<file path="config.mk">
export PLATFORM = sky130hd
export DESIGN_NAME = bus_rr_arb
export DESIGN_NICKNAME = d
export VERILOG_FILES = /design/src/rtl/bus_rr_arb.sv
export SDC_FILE = /design/constraint.sdc
export NUM_CORES = 1
export LEC_CHECK = 0
export CORE_AREA = 3 3 284 286
export DETAILED_ROUTE_END_ITERATION = 6
export DIE_AREA = 0 0 287 289
export DONT_BUFFER_PORTS = 1
export PLACE_DENSITY = 0.31
export SYNTH_ARGS = -nofsm -noshare
export SYNTH_HDL_FRONTEND = slang
export SYNTH_SLANG_ARGS = --single-unit
</file>
<file path="constraint.sdc">
create_clock -name clk_i -period 3.9 [get_ports clk_i]
set_clock_uncertainty 0.1 [all_clocks]
set_input_delay 0.585 -clock clk_i [delete_from_list [all_inputs] [get_ports clk_i]]
set_output_delay 0.585 -clock clk_i [all_outputs]
set_load 0.01 [all_outputs]
</file>
<file path="src/rtl/bus_rr_arb.sv">
// rtl/bus_rr_arb.sv - round-robin multi-host bus with address decode and error responses
// Optional feature: define BUS_RR_ERR_CNT_EN to enable the decode-error counter on err_count_o.
module bus_rr_arb #(
  parameter int NrHosts      = 2,
  parameter int NrDevices    = 3,
  parameter int DataWidth    = 32,
  parameter int AddressWidth = 32
) (
  input  logic                                    clk_i,
  input  logic                                    rst_i,
  input  logic [NrHosts-1:0]                      host_req_i,
  output logic [NrHosts-1:0]                      host_gnt_o,
  input  logic [NrHosts-1:0][AddressWidth-1:0]    host_addr_i,
  input  logic [NrHosts-1:0]                      host_we_i,
  input  logic [NrHosts-1:0][DataWidth/8-1:0]     host_be_i,
  input  logic [NrHosts-1:0][DataWidth-1:0]       host_wdata_i,
  output logic [NrHosts-1:0]                      host_rvalid_o,
  output logic [NrHosts-1:0][DataWidth-1:0]       host_rdata_o,
  output logic [NrHosts-1:0]                      host_err_o,
  output logic [NrDevices-1:0]                    device_req_o,
  output logic [NrDevices-1:0][AddressWidth-1:0]  device_addr_o,
  output logic [NrDevices-1:0]                    device_we_o,
  output logic [NrDevices-1:0][DataWidth/8-1:0]   device_be_o,
  output logic [NrDevices-1:0][DataWidth-1:0]     device_wdata_o,
  input  logic [NrDevices-1:0]                    device_rvalid_i,
  input  logic [NrDevices-1:0][DataWidth-1:0]     device_rdata_i,
  input  logic [NrDevices-1:0]                    device_err_i,
  input  logic [NrDevices-1:0][AddressWidth-1:0]  cfg_device_addr_base,
  input  logic [NrDevices-1:0][AddressWidth-1:0]  cfg_device_addr_mask,
  output logic [15:0]                             err_count_o
);

  localparam int HostIdxW = (NrHosts > 1) ? $clog2(NrHosts) : 1;
  localparam int DevIdxW  = (NrDevices > 1) ? $clog2(NrDevices) : 1;

  logic [HostIdxW-1:0]     prio;
  logic                    gnt_any;
  logic [HostIdxW-1:0]     gnt_idx;
  logic [AddressWidth-1:0] gnt_addr;
  logic                    dev_hit;
  logic [DevIdxW-1:0]      dev_idx;

  logic                    pend_valid;
  logic [HostIdxW-1:0]     pend_host;
  logic [DevIdxW-1:0]      pend_dev;
  logic                    pend_err;

  // Responses are trusted to arrive one cycle after the request, so device rvalid carries no information.
  logic [NrDevices-1:0]    unused_device_rvalid;
  assign unused_device_rvalid = device_rvalid_i;

  always_comb begin
    logic [HostIdxW-1:0] cand;
    gnt_any = 1'b0;
    gnt_idx = '0;
    cand    = '0;
    for (int k = 0; k < NrHosts; k++) begin
      cand = HostIdxW'((int'(prio) + k) % NrHosts);
      if (!gnt_any && host_req_i[cand]) begin
        gnt_any = 1'b1;
        gnt_idx = cand;
      end
    end
  end

  assign gnt_addr = host_addr_i[gnt_idx];

  // Scanning downwards lets the lowest matching device index overwrite any higher match.
  always_comb begin
    dev_hit = 1'b0;
    dev_idx = '0;
    for (int d = NrDevices - 1; d >= 0; d--) begin
      if ((gnt_addr & cfg_device_addr_mask[d]) == cfg_device_addr_base[d]) begin
        dev_hit = 1'b1;
        dev_idx = DevIdxW'(d);
      end
    end
  end

  always_comb begin
    host_gnt_o     = '0;
    device_req_o   = '0;
    device_addr_o  = '0;
    device_we_o    = '0;
    device_be_o    = '0;
    device_wdata_o = '0;
    if (gnt_any) begin
      host_gnt_o[gnt_idx] = 1'b1;
      if (dev_hit) begin
        device_req_o[dev_idx]   = 1'b1;
        device_addr_o[dev_idx]  = gnt_addr;
        device_we_o[dev_idx]    = host_we_i[gnt_idx];
        device_be_o[dev_idx]    = host_be_i[gnt_idx];
        device_wdata_o[dev_idx] = host_wdata_i[gnt_idx];
      end
    end
  end

  always_ff @(posedge clk_i or posedge rst_i) begin
    if (rst_i) begin
      prio       <= '0;
      pend_valid <= 1'b0;
      pend_host  <= '0;
      pend_dev   <= '0;
      pend_err   <= 1'b0;
    end else begin
      pend_valid <= gnt_any;
      if (gnt_any) begin
        pend_host <= gnt_idx;
        pend_dev  <= dev_idx;
        pend_err  <= ~dev_hit;
        prio      <= (gnt_idx == HostIdxW'(NrHosts - 1)) ? '0 : gnt_idx + 1'b1;
      end
    end
  end

  always_comb begin
    host_rvalid_o = '0;
    host_rdata_o  = '0;
    host_err_o    = '0;
    if (pend_valid) begin
      host_rvalid_o[pend_host] = 1'b1;
      if (pend_err) begin
        host_err_o[pend_host] = 1'b1;
      end else begin
        host_rdata_o[pend_host] = device_rdata_i[pend_dev];
        host_err_o[pend_host]   = device_err_i[pend_dev];
      end
    end
  end

`ifdef BUS_RR_ERR_CNT_EN
  logic [15:0] err_count;

  always_ff @(posedge clk_i or posedge rst_i) begin
    if (rst_i) begin
      err_count <= '0;
    end else if (gnt_any && !dev_hit && err_count != 16'hFFFF) begin
      err_count <= err_count + 16'd1;
    end
  end

  assign err_count_o = err_count;
`else
  assign err_count_o = 16'h0;
`endif

endmodule
</file>
==> results of run 1 <==
through the flow:
| stage | setup slack [ns] | util [%] | total power [mW] |
|---|---|---|---|
| after floorplan | 0.2447 | - | 0.5724 |
| after global placement | -1.318 | 11.68 | 0.9742 |
| after detailed placement | -1.293 | 11.68 | 0.9796 |
| after CTS | -0.6739 | 13.38 | 1.277 |
| after global routing | -0.7244 | 14.62 | 1.406 |
| final | -0.5892 | 14.63 | 1.316 |
placed cells by master (no fill, tap or decap), types with 2 or more instances in the layout:
cell and instances:
nand2b_1 2, o211ai_1 78, and3_1 54, nor4_4 7, and2_1 5, buf_8 9
nand3_1 34, diode_2 3, buf_12 29, or4_4 3, nor4b_4 6, conb_1 16
nor4b_1 16, nand4_1 108, buf_4 168, nor4_2 8, a21oi_2 2, inv_1 14
nor4b_2 8, inv_4 2, o211ai_2 8, nor2_2 20, o211a_1 10, dfrtp_1 5
nor2_4 140, mux2i_1 98, a21oi_1 116, and3_4 2, nor2b_1 3, a211oi_1 11
buf_16 6, o21ai_1 2, clkbuf_16 7, buf_6 64, nand2_1 14, nor2_1 147
nor4_1 5
layer usage:
layer | up-vias | global-route usage [%] | part of all wire, %
li1 | 4284 | - | -
met1 | 4823 | 16.33 | 39
met2 | 619 | 23.95 | 50
met3 | 75 | 3.572 | 8.3
met4 | 8 | 2.877 | 2.5
met5 | - | 0 | 0.083
cells by family (layout without fill, tap and decap cells):
group           after synthesis  after routing  synth area share [%]
flops                         6              6                 2.358
other cells                   1             19               0.05891
compound gates              232            232                 23.59
simple gates                588            588                 48.13
mux                          98             98                 15.41
buf+inv                     123            301                 10.46
final timing paths:
kind	startpoint	end	slack, ns
min in group clk_i	host_req_i[0]	pend_host$_DFFE_PP0P_	0.36
hold / removal	rst_i	pend_dev[0]$_DFFE_PP0P_	0.08
hold reg to reg	prio$_DFFE_PP0P_	prio$_DFFE_PP0P_	0.46
setup reg to reg	prio$_DFFE_PP0P_	pend_dev[1]$_DFFE_PP0P_	0.35
max in group asynchronous	rst_i	pend_dev[1]$_DFFE_PP0P_	3.39
setup / recovery	prio$_DFFE_PP0P_	device_wdata_o[17]	-0.59
sequential cells by signal, summed over array words and instances (netlist names):
register	flops
prio	1
pend_err	1
pend_valid	1
pend_host	1
pend_dev	2
power groups by stage:
stage	sequential, mW	combinational [mW]	clock (mW)
2_1_floorplan	0.0690	0.503	0
3_3_place_gp	0.0701	0.904	0
3_5_place_dp	0.0702	0.909	0
4_1_cts	0.0694	1.03	0.179
5_1_grt	0.0695	1.15	0.183
6_report	0.0691	1.07	0.175
area by class of cell:
type / instances / share of cell area (%)
sequential: 6 / 1.317
inverter: 17 / 0.6311
tap: 1050 / 11.43
clock buffer: 4 / 0.6855
multi-input combinational: 934 / 60.11
antenna: 3 / 0.06529
timing repair buffer: 280 / 25.77
worst reg2reg max path, delay by kind of cell (launching register included):
kind | cells | cell delay, ns
compound gates | 1 | 0.25
buf+inv | 6 | 0.91
flops | 1 | 0.36
simple gates | 7 | 1.85
repair_timing:
| action | in CTS | in global routing |
|---|---|---|
| setup endpoints to repair | 213 | 210 |
| hold buffers | 0 | 0 |
| gates cloned | 5 | 4 |
| resized for setup | 217 | 208 |
| endpoints found under the hold margin | 0 | 0 |
| buffers inserted | 23 | 9 |
| pin swaps | 40 | 56 |
==> reports/results.ini, run 1 <==
[worst_setup_path]
ff2ff_path_depth = 14
cpLargestDelayFamily = simple AND/OR/NAND/NOR gates
timing.critical_path.mode_cell = buf_4
critical_path.max_fanout = 61
worstPathArrival_ns = 3.80
timing.critical_path.buf_inv = 8
cp_cell_sequence = and2b_4 -> buf_12 -> buf_12 -> buf_4 -> buf_4 -> o211ai_1 -> and3_1 -> nor4b_1 -> nand4_1 -> buf_4 -> nor4_2 -> buf_4 -> nand2_4 -> buf_12 -> nor2_2 -> buf_4
cpMaxStageDelayCell = dfrtp_1
critical_path_class = reg -> out
critical-path-max-stage-delay_ns = 0.36
worst-endpoint-required_ns = 3.21
cp-end-kind = output pin
startpoint_type = register
critical_path_depth_in_cells = 16

[sta]
finalHoldWorstSlack_ns = 0.07656
report.final.hold_viol_count = 0
fin_worst_setup_slack_ns = -0.5892
final_number_of_setup_violating_endpoints = 210
min_period_over_period_pct = 115.1
slew_headroom_pct = 16.48
unrepaired_setup_endpoints_after_global_routing = true
final-max-slew-violation-count = 0
setup_tns_ns = -98.17
tightestPinTransition_ns = 1.253
final.min_clock_period_ns = 4.489
highest_clock_rate_ghz = 0.2228

[logic_synthesis]
synthArstFlopShare_pct = 100.0
synth.ff_latch_count = 6
ys_seq_area_share_pct = 2.358
share_of_yosys_cell_area_claimed_by_the_top_area_cell_type_pct = 16.86
synth.top_cells.by_area = nor2_1 (17%), mux2i_1 (15%), nand4_1 (11%)
synth_cells = 1048
synth_cell_type_count = 37
synth-edff-count = 0
dominantRegCellSynth = dfrtp_1
yosysMostFrequentCell = nor2_1
synth_top_area_cell = nor2_1
post_synth_instance_area_mm2 = 0.006366
most_frequent_cells_after_synthesis = nor2_1 (286), a21oi_1 (118), nand4_1 (108)
synth_warnings = 0
synth_area_per_cell_um2 = 6.075

[global_route]
antenna_found_initial = 13
grt_start_max_net_pins = 103
globalRoute.totalOverflow = 0
grt_usage_pct = 13.51
first_pass_grt_wire_length_um = 78210
grt_pass1_vias = 9139

[die]
die_h_um = 289
rows = 103
io_pins = 732
core_area_mm2 = 0.07861
floorplan.die.width_um = 287
initial_utilization_pct = 8.098
design.die.area_mm2 = 0.08294

[clocking]
tritoncts_num_sinks = 6
tritoncts = done
clock_tree.buffer_depth = 2
root_buffer = clkbuf_16
clock_insertion_delay_worst_skew_ns = 0.23
clk_pin_slew_ns = 0.04
htreeDepth = 1
tritoncts.num_buffers = 3

[route]
count_of_antenna_violating_nets_left_after_detailed_routing = 0
drc_errors = 0
wire_length_per_cell_after_detailed_routing_um = 27.44
route.final.wire_length_um = 62950
via_per_inst = 4.276
detail_route.iter0.violations = 690
total_number_of_vias = 9809
detailedRoute.firstPassIterationCount = 7

[placement]
placed_cell_areas_mm2 = 0.009181
port_buffers = 0
placedCellCount = 2249
gp_routability_congestion = 0.8944
dp_hpwl_um = 53020

[outcome]
violations_in_the_final_reports = negative setup slack
outcome = finished with violations

[power_and_ir_drop]
peakVddDrop_uv = 86.13
p_sw_share_pct = 51.24
pwr-share-clk_pct = 13.3
internal-power_mw = 0.6417
p_per_area_mw_per_mm2 = 114.5
power.share.sequential_pct = 5.3
p_sw_mw = 0.6745
power.combinational.fraction_pct = 81.5
p_leak_nw = 4.049

[layout]
stdcell_area_mm2 = 0.01150
register_area_um2 = 151.4
multi_input_area_mm2 = 0.006912
area.growth.synth_to_final_pct = 80.62
num-nets-final = 1678
layout-drive-gt1-share_pct = 40.05
n_fill_cell = 8984
post_layout_nonfiller_instances = 2294

[flow_run]
reported_max_cap_violation_count = 0

[hold_path]
worstHoldPathType = in -> async

No activity file was read; power rests on OpenSTA's default activity.
==> inputs of run 2 (changes only) <==
Settings changed: ABC_AREA from default to 1.
==> run 2 against run 1 <==
The run now ends clean; synthesized area down 5.7%; sequential cell count is the same; register-to-register slack improved by 0.81 ns; design area decreased by 25%; via count decreased by 11%; worst setup slack improved by 0.82 ns; global-route usage down 2.0 points; sequential share of layout area is 0.42 points higher; combinational power is 32% lower; count of clock-buffer cells in the layout is 1 lower; wire length shrank 17%; maximum frequency is 22% higher; critical path type unchanged; largest cell class unchanged.
==> reports/results.ini, run 2 <==
[worst_setup_path]
cp-end-kind = output pin
startpoint_type = register
reg2reg_from = prio$_DFFE_PP0P_
cpLargestDelayFamily = simple AND/OR/NAND/NOR gates
r2r_end = pend_dev[0]$_DFFE_PP0P_
critical-path-max-stage-delay_ns = 0.38
worstPathArrival_ns = 2.99
critical_path_depth_in_cells = 20
timing.critical_path.buf_inv = 8
critical_path_class = reg -> out
worst-endpoint-required_ns = 3.21
crit_start = prio$_DFFE_PP0P_
ff2ff_path_depth = 17
cp_cell_sequence = inv_4 -> nand2_8 -> buf_12 -> nand3_1 -> buf_4 -> buf_4 -> nand3_1 -> nand2_1 -> nand2_1 -> nor2_4 -> nand2_2 -> nor2_4 -> nand2_2 -> nor2_1 -> buf_4 -> nand2_4 -> buf_12 -> nor2_1 -> buf_4 -> buf_4
timing.critical_path.mode_cell = buf_4
worst-r2r-setup-slack_ns = 1.16
critical_path.max_fanout = 38
cpMaxStageDelayCell = dfrtp_1

[sta]
fin_worst_setup_slack_ns = 0.2290
highest_clock_rate_ghz = 0.2724
final-max-slew-violation-count = 0
report.final.hold_viol_count = 0
finalHoldWorstSlack_ns = 0.08427
final_number_of_setup_violating_endpoints = 0
slew_headroom_pct = 40.78
final.min_clock_period_ns = 3.671
unrepaired_setup_endpoints_after_global_routing = false
tightestPinTransition_ns = 0.8849
min_period_over_period_pct = 94.13

[die]
die_h_um = 289
rows = 103
floorplan.die.width_um = 287
initial_utilization_pct = 7.638
io_pins = 732
design.die.area_mm2 = 0.08294
core_area_mm2 = 0.07861

[layout]
area.growth.synth_to_final_pct = 43.91
post_layout_nonfiller_instances = 2441
final_cell_mix = nor2_1 (358), nand2_1 (283), inv_1 (172)
layout-drive-gt1-share_pct = 15.82
multi_input_area_mm2 = 0.005070
top_register_by_number_of_flip_flops = pend_dev
n_fill_cell = 9371
register_area_um2 = 150.1
largest_register_ffs = 2
num-nets-final = 1822
layout.cells.most_common = nor2_1

[global_route]
antenna_found_initial = 18
first_pass_grt_wire_length_um = 66410
grt_usage_pct = 11.53
globalRoute.totalOverflow = 0
grt_pass1_vias = 8128
grt_start_max_net_pins = 40

[placement]
placedCellCount = 2431
dp_slack_ns = -0.3485
gp_routability_congestion = 0.8115
dp_hpwl_um = 47600
port_buffers = 0

[power_and_ir_drop]
peakVddDrop_uv = 75.31
report.power.total_mw = 0.9651
p_per_area_mw_per_mm2 = 111.7
p_leak_nw = 4.686

[route]
total_number_of_vias = 8770
count_of_antenna_violating_nets_left_after_detailed_routing = 0
via_per_inst = 3.593
drc_errors = 0
detail_route.iter0.violations = 358
detailedRoute.firstPassIterationCount = 4
route.final.wire_length_um = 52440
wire_length_per_cell_after_detailed_routing_um = 21.48

[clocking]
root_buffer = clkbuf_16
clk_pin_slew_ns = 0.03
htreeDepth = 1
tritoncts_num_sinks = 6
tritoncts = done
clock_tree.buffer_depth = 2
clock_insertion_delay_worst_skew_ns = 0.22
tritoncts.num_buffers = 3
post_cts.repair.setup_buffers = 0

[logic_synthesis]
synth.top_cells.by_area = nor2_1 (23%), nand2_1 (19%), inv_1 (11%)
yosysMostFrequentCell = nor2_1
synth_cells = 1275
synth_warnings = 0
synth_top_area_cell = nor2_1
synthArstFlopShare_pct = 100.0
synth_area_per_cell_um2 = 4.709
share_of_yosys_cell_area_claimed_by_the_top_area_cell_type_pct = 23.19
most_frequent_cells_after_synthesis = nor2_1 (371), nand2_1 (309), inv_1 (172)
dominantRegCellSynth = dfrtp_1
synth_cell_type_count = 26
post_synth_instance_area_mm2 = 0.006005
ys_seq_area_share_pct = 2.501
synth-edff-count = 0
synth.ff_latch_count = 6

[outcome]
outcome = finished, final reports clean

[flow_run]
reported_max_cap_violation_count = 0

[hold_path]
worstHoldPathType = in -> async

run 2: cell types whose count changed in the layout (fill, tap and decap cells not counted), moves of 78 or more:
cell      before  now
nor2_1       147  358
inv_1         14  172
nand3_1       34  114
a21oi_1      116    0
nand2_1       14  283
o211ai_1      78    0
nor2_4       140    9
run 2: what timing repair did:
| item | 4_1_cts | 5_1_grt |
|---|---|---|
| endpoints found under the setup margin | 210 | 208 |
| pin swaps | 0 | 3 |
| resized for setup | 15 | 38 |
| hold buffers | 0 | 0 |
run 2: worst max path at each step:
stage	slack (ns)	end
finish	0.23	device_be_o[2]
global route	0.0007	device_be_o[2]
CTS	-0.05	device_addr_o[64]
detailed placement	-0.35	device_wdata_o[90]
global placement	-0.32	device_wdata_o[90]
floorplan	1.01	device_wdata_o[87]
run 2: logic make-up (layout without fill, tap and decap cells):
family,after synthesis,in the layout,synth area share [%]
mux,37,37,6.168
buf+inv,243,337,17.21
other cells,1,23,0.06245
simple gates,915,915,65.64
xor+xnor,2,2,0.2918
compound gates,71,71,8.127
flops,6,6,2.500
run 2: per-layer routing:
metal,wire (µm),global-route usage [%]
met1,20460,13.24
met2,26420,21.30
met3,4499,3.265
met4,964,2.100
met5,88,0
run 2: report_power, final:
part / leakage [nW] / switching (mW) / internal [mW]
logic: 4.58 / 0.499 / 0.233
clock network: 0.0370 / 0.0328 / 0.131
registers: 0.0716 / 0.00301 / 0.0659
run 2: stage by stage:
stage / setup TNS [ns] / util (%) / cell area [µm²]
floorplan: 0 / - / 6061
global placement: -38.80 / 10.65 / 8373
detailed placement: -44.99 / 10.65 / 8373
CTS: -0.2403 / 10.80 / 8492
global route: 0 / 10.99 / 8636
finish: 0 / 10.99 / 8641
run 2: cell type report:
cell class	count	area share [%]
sequential	6	1.738
multi-input combinational	1041	58.67
timing repair buffer	160	15.73
inverter	174	7.588
clock buffer	3	0.8688
tap	1050	15.20
antenna	7	0.2027
==> inputs of run 3 (changes only) <==
Settings changed: GPL_TIMING_DRIVEN from default to 0, RECOVER_POWER from default to 100.
==> run 3 against run 2 <==
Worst hold slack worse by 0.0042 ns; wire length increased by 20%; clock power about the same; combinational power up 15%; design area down 1.6%; sequential cell count unchanged; utilization fell by 0.17 points; largest cell class unchanged; sequential power about the same; register-to-register slack worse by 0.19 ns; global-route usage increased by 2.4 points.
==> reports/results.ini, run 3 (synthesized netlist as in run 2, its figures left out) <==
[outcome]
outcome = finished, final reports clean

[clocking]
tritoncts_num_sinks = 6
clk_pin_slew_ns = 0.03
clock_tree.buffer_depth = 2
htreeDepth = 1
tritoncts.num_buffers = 3
tritoncts = done
clock_insertion_delay_worst_skew_ns = 0.23
root_buffer = clkbuf_16

[route]
wire_length_per_cell_after_detailed_routing_um = 26.59
detail_route.iter0.violations = 436
via_per_inst = 3.775
count_of_antenna_violating_nets_left_after_detailed_routing = 0
detailedRoute.firstPassIterationCount = 5
drc_errors = 0
route.final.wire_length_um = 62830
total_number_of_vias = 8921

[sta]
unrepaired_setup_endpoints_after_global_routing = false
tightestPinTransition_ns = 1.169
report.final.hold_viol_count = 0
highest_clock_rate_ghz = 0.2676
final.min_clock_period_ns = 3.736
slew_headroom_pct = 19.80
final-max-slew-violation-count = 0
min_period_over_period_pct = 95.81
finalHoldWorstSlack_ns = 0.08012
final_number_of_setup_violating_endpoints = 0

[layout]
multi_input_area_mm2 = 0.005470
post_layout_nonfiller_instances = 2363
n_fill_cell = 9388
register_area_um2 = 150.1
layout-drive-gt1-share_pct = 15.67
finalCoreUtilization_pct = 10.82
num-nets-final = 1746
final_cell_mix = nor2_1 (301), nand2_1 (273), inv_1 (172)
stdcell_area_mm2 = 0.008506
top_register_by_number_of_flip_flops = pend_dev
area.growth.synth_to_final_pct = 41.65
largest_register_ffs = 2
layout.cells.most_common = nor2_1

[global_route]
globalRoute.totalOverflow = 0
grt_usage_pct = 13.89
grt_most_used_layer = met2
first_pass_grt_wire_length_um = 76620
grt_start_max_net_pins = 11
grt_pass1_vias = 8412
use_met2_pct = 23.94
met1_usage_pct = 16.46
met3_usage_pct = 3.682
antenna_found_initial = 11

[die]
die_h_um = 289
io_pins = 732
initial_utilization_pct = 7.638
design.die.area_mm2 = 0.08294
floorplan.die.width_um = 287
core_area_mm2 = 0.07861
rows = 103

[placement]
dp_hpwl_um = 53670
port_buffers = 0
gp_routability_congestion = 0.8362
placed_cell_areas_mm2 = 0.007375
placedCellCount = 2340

[power_and_ir_drop]
peakVddDrop_uv = 97.67
p_leak_nw = 4.312
p_per_area_mw_per_mm2 = 127.0

[worst_setup_path]
r2r_end = pend_dev[1]$_DFFE_PP0P_
worst-endpoint-required_ns = 3.21
worst-r2r-setup-slack_ns = 0.97
cp-end-kind = output pin
reg2reg_from = prio$_DFFE_PP0P_
startpoint_type = register
critical_path_class = reg -> out
worstPathArrival_ns = 3.05
critical_path.max_fanout = 10
ff2ff_path_depth = 17

[hold_path]
worstHoldPathType = in -> async

[flow_run]
reported_max_cap_violation_count = 0

## run 3: cell count changes in the layout (fill, tap and decap cells not counted), moves of 6 or more
| cell | previous run | this run |
|---|---|---|
| nand2_1 | 283 | 273 |
| nand3_1 | 114 | 100 |
| nor2_2 | 4 | 53 |
| clkbuf_1 | 0 | 20 |
| buf_4 | 146 | 30 |
| buf_6 | 2 | 9 |
| nor2_1 | 358 | 301 |
| nand3_2 | 6 | 16 |
| nor2_4 | 9 | 17 |
| nand2_4 | 4 | 10 |
## run 3: worst max-delay path: stages (launching register included)
cell     delay [ns]
dfrtp_1        0.38
inv_4          0.11
nand2_8        0.11
nand2_8        0.18
buf_12         0.20
nand2_2        0.12
nand3_1        0.13
xor2_2         0.14
buf_4          0.14
nand3_1        0.07
nor2_1         0.12
nand2_1        0.17
nor2_4         0.21
nand2_4        0.16
buf_4          0.27
nor2_1         0.24
## run 3: metal layers
metal,routed length (µm),share of wire [%]
met3,5205,8.3
met1,25210,40
met5,55,0.088
met4,2726,4.3
met2,29640,47
## run 3: area by class of cell
type,count,area share [%]
multi-input cells,1041,64.31
well taps,1050,15.45
inverters,174,7.708
plain buffers,69,7.061
repair buffers,15,2.677
flip-flops and latches,6,1.765
clock buffers,3,0.8826
diodes,5,0.1471
## run 3: repair_timing
| action | in CTS | in global routing |
|---|---|---|
| resized for setup | 201 | 37 |
| endpoints found under the setup margin | 213 | 209 |
| hold buffers | 0 | 0 |
| setup buffers | 13 | 0 |
| gates cloned | 3 | 0 |
| pin swaps | 14 | 10 |
## run 3: worst max-delay path by stage
stage | from | end | slack (ns) | cells after the start
after floorplan | host_req_i[1] | device_wdata_o[87] | 1.01 | 15
after global placement | host_req_i[0] | device_wdata_o[95] | -1.87 | 15
after detailed placement | host_req_i[0] | device_wdata_o[95] | -1.87 | 15
after CTS | prio$_DFFE_PP0P_ | device_wdata_o[95] | 0.003 | 18
after global routing | prio$_DFFE_PP0P_ | device_wdata_o[11] | 0.0004 | 15
final | prio$_DFFE_PP0P_ | device_wdata_o[31] | 0.16 | 15
## run 3: per-stage QoR
| stage | power [mW] | setup slack [ns] | setup TNS (ns) |
|---|---|---|---|
| final | 1.080 | 0.1636 | 0 |
| after floorplan | 0.5321 | 1.008 | 0 |
| after global placement | 0.8055 | -1.873 | -311.54 |
| after CTS | 1.087 | 0.003072 | 0 |
| after detailed placement | 0.8093 | -1.867 | -314.90 |
| after global routing | 1.173 | 0.0004134 | 0 |
## run 3: power breakdown
group / internal, mW / total [mW] / switching (mW) / leakage (nW)
Sequential: 0.0659 / 0.0687 / 0.00279 / 0.0716
Combinational: 0.256 / 0.845 / 0.589 / 4.20
Clock: 0.132 / 0.166 / 0.0345 / 0.0370
